==> config.mk <==
export PLATFORM = sky130hd
export DESIGN_NAME = batch_dispatcher
export DESIGN_NICKNAME = d
export VERILOG_FILES = /design/src/rtl/batch_dispatcher.sv
export SDC_FILE = /design/constraint.sdc
export NUM_CORES = 1
export LEC_CHECK = 0
export BUFFER_PORTS_ARGS = -buffer_cell sky130_fd_sc_hd__buf_2
export CORE_UTILIZATION = 51
export CTS_BUF_LIST = sky130_fd_sc_hd__clkbuf_4 sky130_fd_sc_hd__clkbuf_8
export DETAILED_ROUTE_END_ITERATION = 12
export PLACE_DENSITY = 0.82
export SLEW_MARGIN = 20
export SYNTH_ARGS = -nofsm -noshare
export SYNTH_HDL_FRONTEND = slang
export SYNTH_SLANG_ARGS = --single-unit
==> constraint.sdc <==
create_clock -name clock -period 2.3 [get_ports clock]
set_input_delay 0.115 -clock clock [delete_from_list [all_inputs] [get_ports clock]]
set_output_delay 0.115 -clock clock [all_outputs]
set_load 0.05 [all_outputs]
==> src/rtl/batch_dispatcher.sv <==
// Issue-side dispatcher: packs instructions into per-unit batch lanes, tags the
// last batch of a program, then waits for every functional unit to report done.
module batch_dispatcher #(
  parameter int NUM_FU            = 4,
  parameter int INSTRUCTION_WIDTH = 32,
  parameter int FORMAT_WIDTH      = 2,
  parameter int METADATA_WIDTH    = 1 + FORMAT_WIDTH,
  parameter int BATCH_WIDTH       = METADATA_WIDTH + INSTRUCTION_WIDTH,
  parameter int DRAIN_TIMEOUT     = 64,
  parameter int FU_SEL_W          = (NUM_FU > 1) ? $clog2(NUM_FU) : 1
) (
  input  logic                           clock,
  input  logic                           reset,
  input  logic                           start,
  input  logic                           inValid,
  output logic                           inReady,
  input  logic [INSTRUCTION_WIDTH-1:0]   inInstr,
  input  logic [FORMAT_WIDTH-1:0]        inFormat,
  input  logic [FU_SEL_W-1:0]            inFu,
  input  logic                           inLast,
  output logic [NUM_FU*BATCH_WIDTH-1:0]  batch,
  output logic                           endTag,
  input  logic [NUM_FU-1:0]              doneBatches,
  output logic                           busy,
  output logic                           done,
  output logic                           timeoutErr,
  output logic [15:0]                    issuedCount
);

  localparam int CNT_W = $clog2(DRAIN_TIMEOUT) + 1;
  localparam logic [CNT_W-1:0] CNT_LAST = CNT_W'(DRAIN_TIMEOUT - 1);

  typedef enum logic [1:0] {
    S_IDLE  = 2'd0,
    S_ISSUE = 2'd1,
    S_DRAIN = 2'd2,
    S_DONE  = 2'd3
  } state_t;

  state_t                          r_state;
  logic [NUM_FU-1:0]               r_flags;
  logic [CNT_W-1:0]                r_drain_cnt;
  logic [NUM_FU*BATCH_WIDTH-1:0]   r_batch;
  logic                            r_end_tag;
  logic                            r_busy;
  logic                            r_done;
  logic                            r_timeout_err;
  logic [15:0]                     r_issued;

  logic                            w_accept;
  logic [NUM_FU-1:0]               w_flags_next;
  logic [BATCH_WIDTH-1:0]          w_lane;
  logic [NUM_FU*BATCH_WIDTH-1:0]   w_batch_next;

  assign inReady      = (r_state == S_ISSUE);
  assign w_accept     = inValid && inReady;
  assign w_flags_next = r_flags | doneBatches;

  // Out-of-range unit selects match no lane, so those instructions become bubbles.
  always_comb begin
    w_lane = '0;
    w_lane[METADATA_WIDTH +: INSTRUCTION_WIDTH] = inInstr;
    w_lane[1 +: FORMAT_WIDTH] = inFormat;
    w_lane[0] = 1'b1;
    w_batch_next = '0;
    for (int i = 0; i < NUM_FU; i++) begin
      if (w_accept && (inFu == FU_SEL_W'(i))) begin
        w_batch_next[i*BATCH_WIDTH +: BATCH_WIDTH] = w_lane;
      end
    end
  end

  always_ff @(posedge clock) begin
    if (reset) begin
      r_state       <= S_IDLE;
      r_flags       <= '0;
      r_drain_cnt   <= '0;
      r_batch       <= '0;
      r_end_tag     <= 1'b0;
      r_busy        <= 1'b0;
      r_done        <= 1'b0;
      r_timeout_err <= 1'b0;
      r_issued      <= 16'd0;
    end else begin
      r_batch   <= w_batch_next;
      r_end_tag <= 1'b0;
      r_done    <= 1'b0;
      case (r_state)
        S_IDLE: begin
          if (start) begin
            r_state       <= S_ISSUE;
            r_busy        <= 1'b1;
            r_issued      <= 16'd0;
            r_timeout_err <= 1'b0;
            r_flags       <= '0;
          end
        end
        S_ISSUE: begin
          if (w_accept) begin
            if (r_issued != 16'hFFFF) begin
              r_issued <= r_issued + 16'd1;
            end
            if (inLast) begin
              r_end_tag   <= 1'b1;
              r_state     <= S_DRAIN;
              r_drain_cnt <= '0;
            end
          end
        end
        S_DRAIN: begin
          // Completion uses this cycle's doneBatches, not just the stored flags.
          r_flags     <= w_flags_next;
          r_drain_cnt <= r_drain_cnt + CNT_W'(1);
          if (&w_flags_next) begin
            r_state <= S_DONE;
            r_done  <= 1'b1;
          end else if (r_drain_cnt == CNT_LAST) begin
            r_timeout_err <= 1'b1;
            r_state       <= S_DONE;
            r_done        <= 1'b1;
          end
        end
        S_DONE: begin
          r_state <= S_IDLE;
          r_busy  <= 1'b0;
        end
        default: begin
          r_state <= S_IDLE;
          r_busy  <= 1'b0;
        end
      endcase
    end
  end

  assign batch       = r_batch;
  assign endTag      = r_end_tag;
  assign busy        = r_busy;
  assign done        = r_done;
  assign timeoutErr  = r_timeout_err;
  assign issuedCount = r_issued;

endmodule
==> impl_results.md <==
* Slew Viols, Final at 0
* DR DRC count at 0
* Commonest non-fill, non-tap cell in the layout: buf_2
* P_leak at 3.64 nW
* I/O Buffers at 205
* Switching share of power at 30.5%
* Number of diodes at 0
* ANT nets after route at 0
* Combinational share of power at 19.0%
* Initial core utilization at 53.5%
* Syn Area/Cell at 10.9 µm²
* Nets at 814
* Post-synthesis sequential area ratio at 61.6%
* Hold Crit Depth at 4
* Core box area at 10500 µm²
* Period Utilization, post-route at 91.4%
* Register Area at 3460 µm²
* H-tree levels at 4
* Clock Power Share at 32.1%
* Cell variety after synth at 57
* Layout cells sized above 1 at 33.9%
* Critical Path End Type: flop
* Placed Area at 6810 µm²
* Synth Instances at 516
* Worst min path class: in -> reg
* Multi-input gate area at 2050 µm²
* Die H at 107 µm
* Power density over the cells at 844 nW/µm²
* Vias per cell at 5.13
* YS warnings at 0
* Worst vdd ir at 0.000526 V
* DR WL/cell at 15.9 µm
* Number of CTS-inserted buffers at 17
* Max clock buf depth at 2
* Max_cap viols at 0
* Worst-path clk slew at 0.08 ns
* Worst slew margin at 64.3%
* F_max at 476 MHz
* CTS tree: done
* Fill count at 769
* Final Util at 72.2%
* Run status: complete, no violations
* Reg-to-Reg Start: r_state[0]$_SDFFE_PP0P_
* Least-Margin Pin Slew at 0.533 ns
* I/O pins at 206
* Number of synthesized flops with an enable pin at 0
* Final setup TNS at 0 ns
* Top cell type by total area after synthesis: dfxtp_1
* Register bit total from synthesis at 173
* Hold wc startpoint: reset
* Internal at 4.46 mW
* Worst EP required at 2.62 ns
* Die Wd at 107 µm
* Initial antenna violation count at 0
* DRT Pass-1 Iters at 5
* Post-Syn Nets at 567
* Hold path endpoint: r_state[1]$_SDFFE_PP0P_
* Final Hold Fails at 0
* Cell Rows at 37
* Most frequent cells in the layout: buf_2 (205), dfxtp_1 (173), and2_1 (139)
* NetSw at 1.95 mW
* Top cells by area, synth: dfxtp_1 (62%), and2_1 (15%), nand2_1 (1.6%)
* Critical path class: reg -> reg
* Synth Flop Type: dfxtp_1
* Crit Reg-Reg Endpoint: r_drain_cnt[4]$_SDFFE_PP0P_
* Async SR Flop Fraction at 0%
* Drt total wl at 14500 µm
* Critical-path maximum fanout at 12
* Die area at 11400 µm²
* Gpl congestion at 0.932
* Vias in the first global route at 4680
* Largest net degree at the start of global routing at 36
* Min Clock Period, post-route at 2.10 ns
* Crit path launch type: flop
* GRT Residual Overflow at 0
* Arrival time at the worst endpoint at 2.42 ns
* Final-report setup violation count at 0
* DR iter-0 viols at 306
* Clk sink count at 173
* Reg power frac at 48.9%
* Top cell type's share of synthesized area at 61.6%
* GR Util All Layers at 26.4%
* Clk_lat worst skew at 0.46 ns
* Worst Reg-to-Reg Cells at 6
* Setup slack, reg-to-reg at 0.20 ns
* Routed via count at 4682
* Post-DP HPWL at 9600 µm
* Area grow syn2layout at 35.0%
* Cell area after layout at 7590 µm²
* First-pass GRT wire length at 22900 µm
* Clock tree root buffer cell: clkbuf_8
* Clk_skew at 0.0133 ns
* Unrepaired setup endpoints after global routing: false
* Synthesized area at 5620 µm²
[metrics by stage]
step	hold WS [ns]	worst slack, ns	power, mW	cells
floorplan	0.237	0.0951	4.04	516
global placement	0.343	0.371	4.30	841
detailed placement	0.349	0.257	4.34	841
CTS	0.129	0.252	6.43	912
global route	0.138	0.0131	6.69	912
finish	0.166	0.198	6.41	912
[routing by layer]
metal / global-route usage [%] / part of all wire (%) / wire, µm
met5: 0 / 0 / 0
met4: 13.2 / 2.4 / 354
met3: 9.00 / 8.2 / 1200
met2: 45.9 / 51 / 7440
met1: 28.4 / 38 / 5530
[registers in the layout, indices dropped and copies added (netlist names)]
register / count
issuedCount: 16
batch: 140
r_flags: 4
busy: 1
r_drain_cnt: 7
endTag: 1
timeoutErr: 1
r_state: 2
done: 1
[how the worst max path moves through the flow]
| stage | from | to | slack [ns] | depth (start not counted) |
|---|---|---|---|---|
| floorplan | issuedCount[0]$_SDFFE_PP0P_ | issuedCount[13]$_SDFFE_PP0P_ | 0.1 | 5 |
| global placement | r_state[1]$_SDFFE_PP0P_ | issuedCount[0]$_SDFFE_PP0P_ | 0.37 | 7 |
| detailed placement | r_state[0]$_SDFFE_PP0P_ | r_drain_cnt[5]$_SDFFE_PP0P_ | 0.26 | 6 |
| CTS | r_state[0]$_SDFFE_PP0P_ | r_drain_cnt[5]$_SDFFE_PP0P_ | 0.25 | 6 |
| global route | r_state[0]$_SDFFE_PP0P_ | r_drain_cnt[4]$_SDFFE_PP0P_ | 0.01 | 6 |
| finish | r_state[0]$_SDFFE_PP0P_ | r_drain_cnt[4]$_SDFFE_PP0P_ | 0.20 | 6 |
[cell usage after synthesis (all sizes together) (3+ instances only)]
library cell  instances
clkbuf               23
o22ai                 3
xor2                  4
nor4                  3
a311oi                3
a21oi                17
and3                  5
nor2b                 4
nor3b                 4
inv                   7
or3                   3
o2111ai               3
and2                139
a221oi                3
o211ai                3
nand3                13
nor3                  8
nand2                24
nand4                 6
dfxtp               173
a211oi                4
ha                    6
nor2                 17
a41oi                 3
or2                   3
o21ai                10
[critical path: stages (launching register included)]
cell and delay (ns):
dfxtp_1 0.34, inv_1 0.10, ha_1 0.42, nor2b_1 0.41
nor2_1 0.16, o21ai_0 0.44, nor2_1 0.10
[cells by family (layout without fill, tap and decap cells)]
logic type,after synthesis,after routing,share of synthesized area (%)
AND/OR/NAND/NOR,237,237,25.7
multiplexers,3,3,0.556
adder cells (fa/ha/maj),6,6,1.34
flip-flops,173,173,61.6
AO/OA/AOI/OAI,62,62,7.74
XOR/XNOR,4,4,0.623
buffers and inverters,31,291,2.40
[what timing repair did]
item | CTS | global route
hold endpoints to repair | 141 | 0
hold buffers | 39 | 0
setup buffers | 0 | 0
resized for setup | 0 | 0
[power by group through the flow]
stage	sequential (mW)	clock, mW	combinational [mW]
finish	3.13	2.06	1.21
global route	3.15	2.24	1.30
CTS	3.13	2.09	1.20
detailed placement	3.20	0	1.14
global placement	3.20	0	1.10
floorplan	3.41	0	0.626
[layout make-up]
class	instances	share of cell area (%)
inverter	7	0.346
clock buffer	22	3.82
clock inverter	10	1.35
multi-input combinational	312	27.0
timing repair buffer	252	19.6
sequential	173	45.6
tap	136	2.24
(Power assumes the default switching activity.)
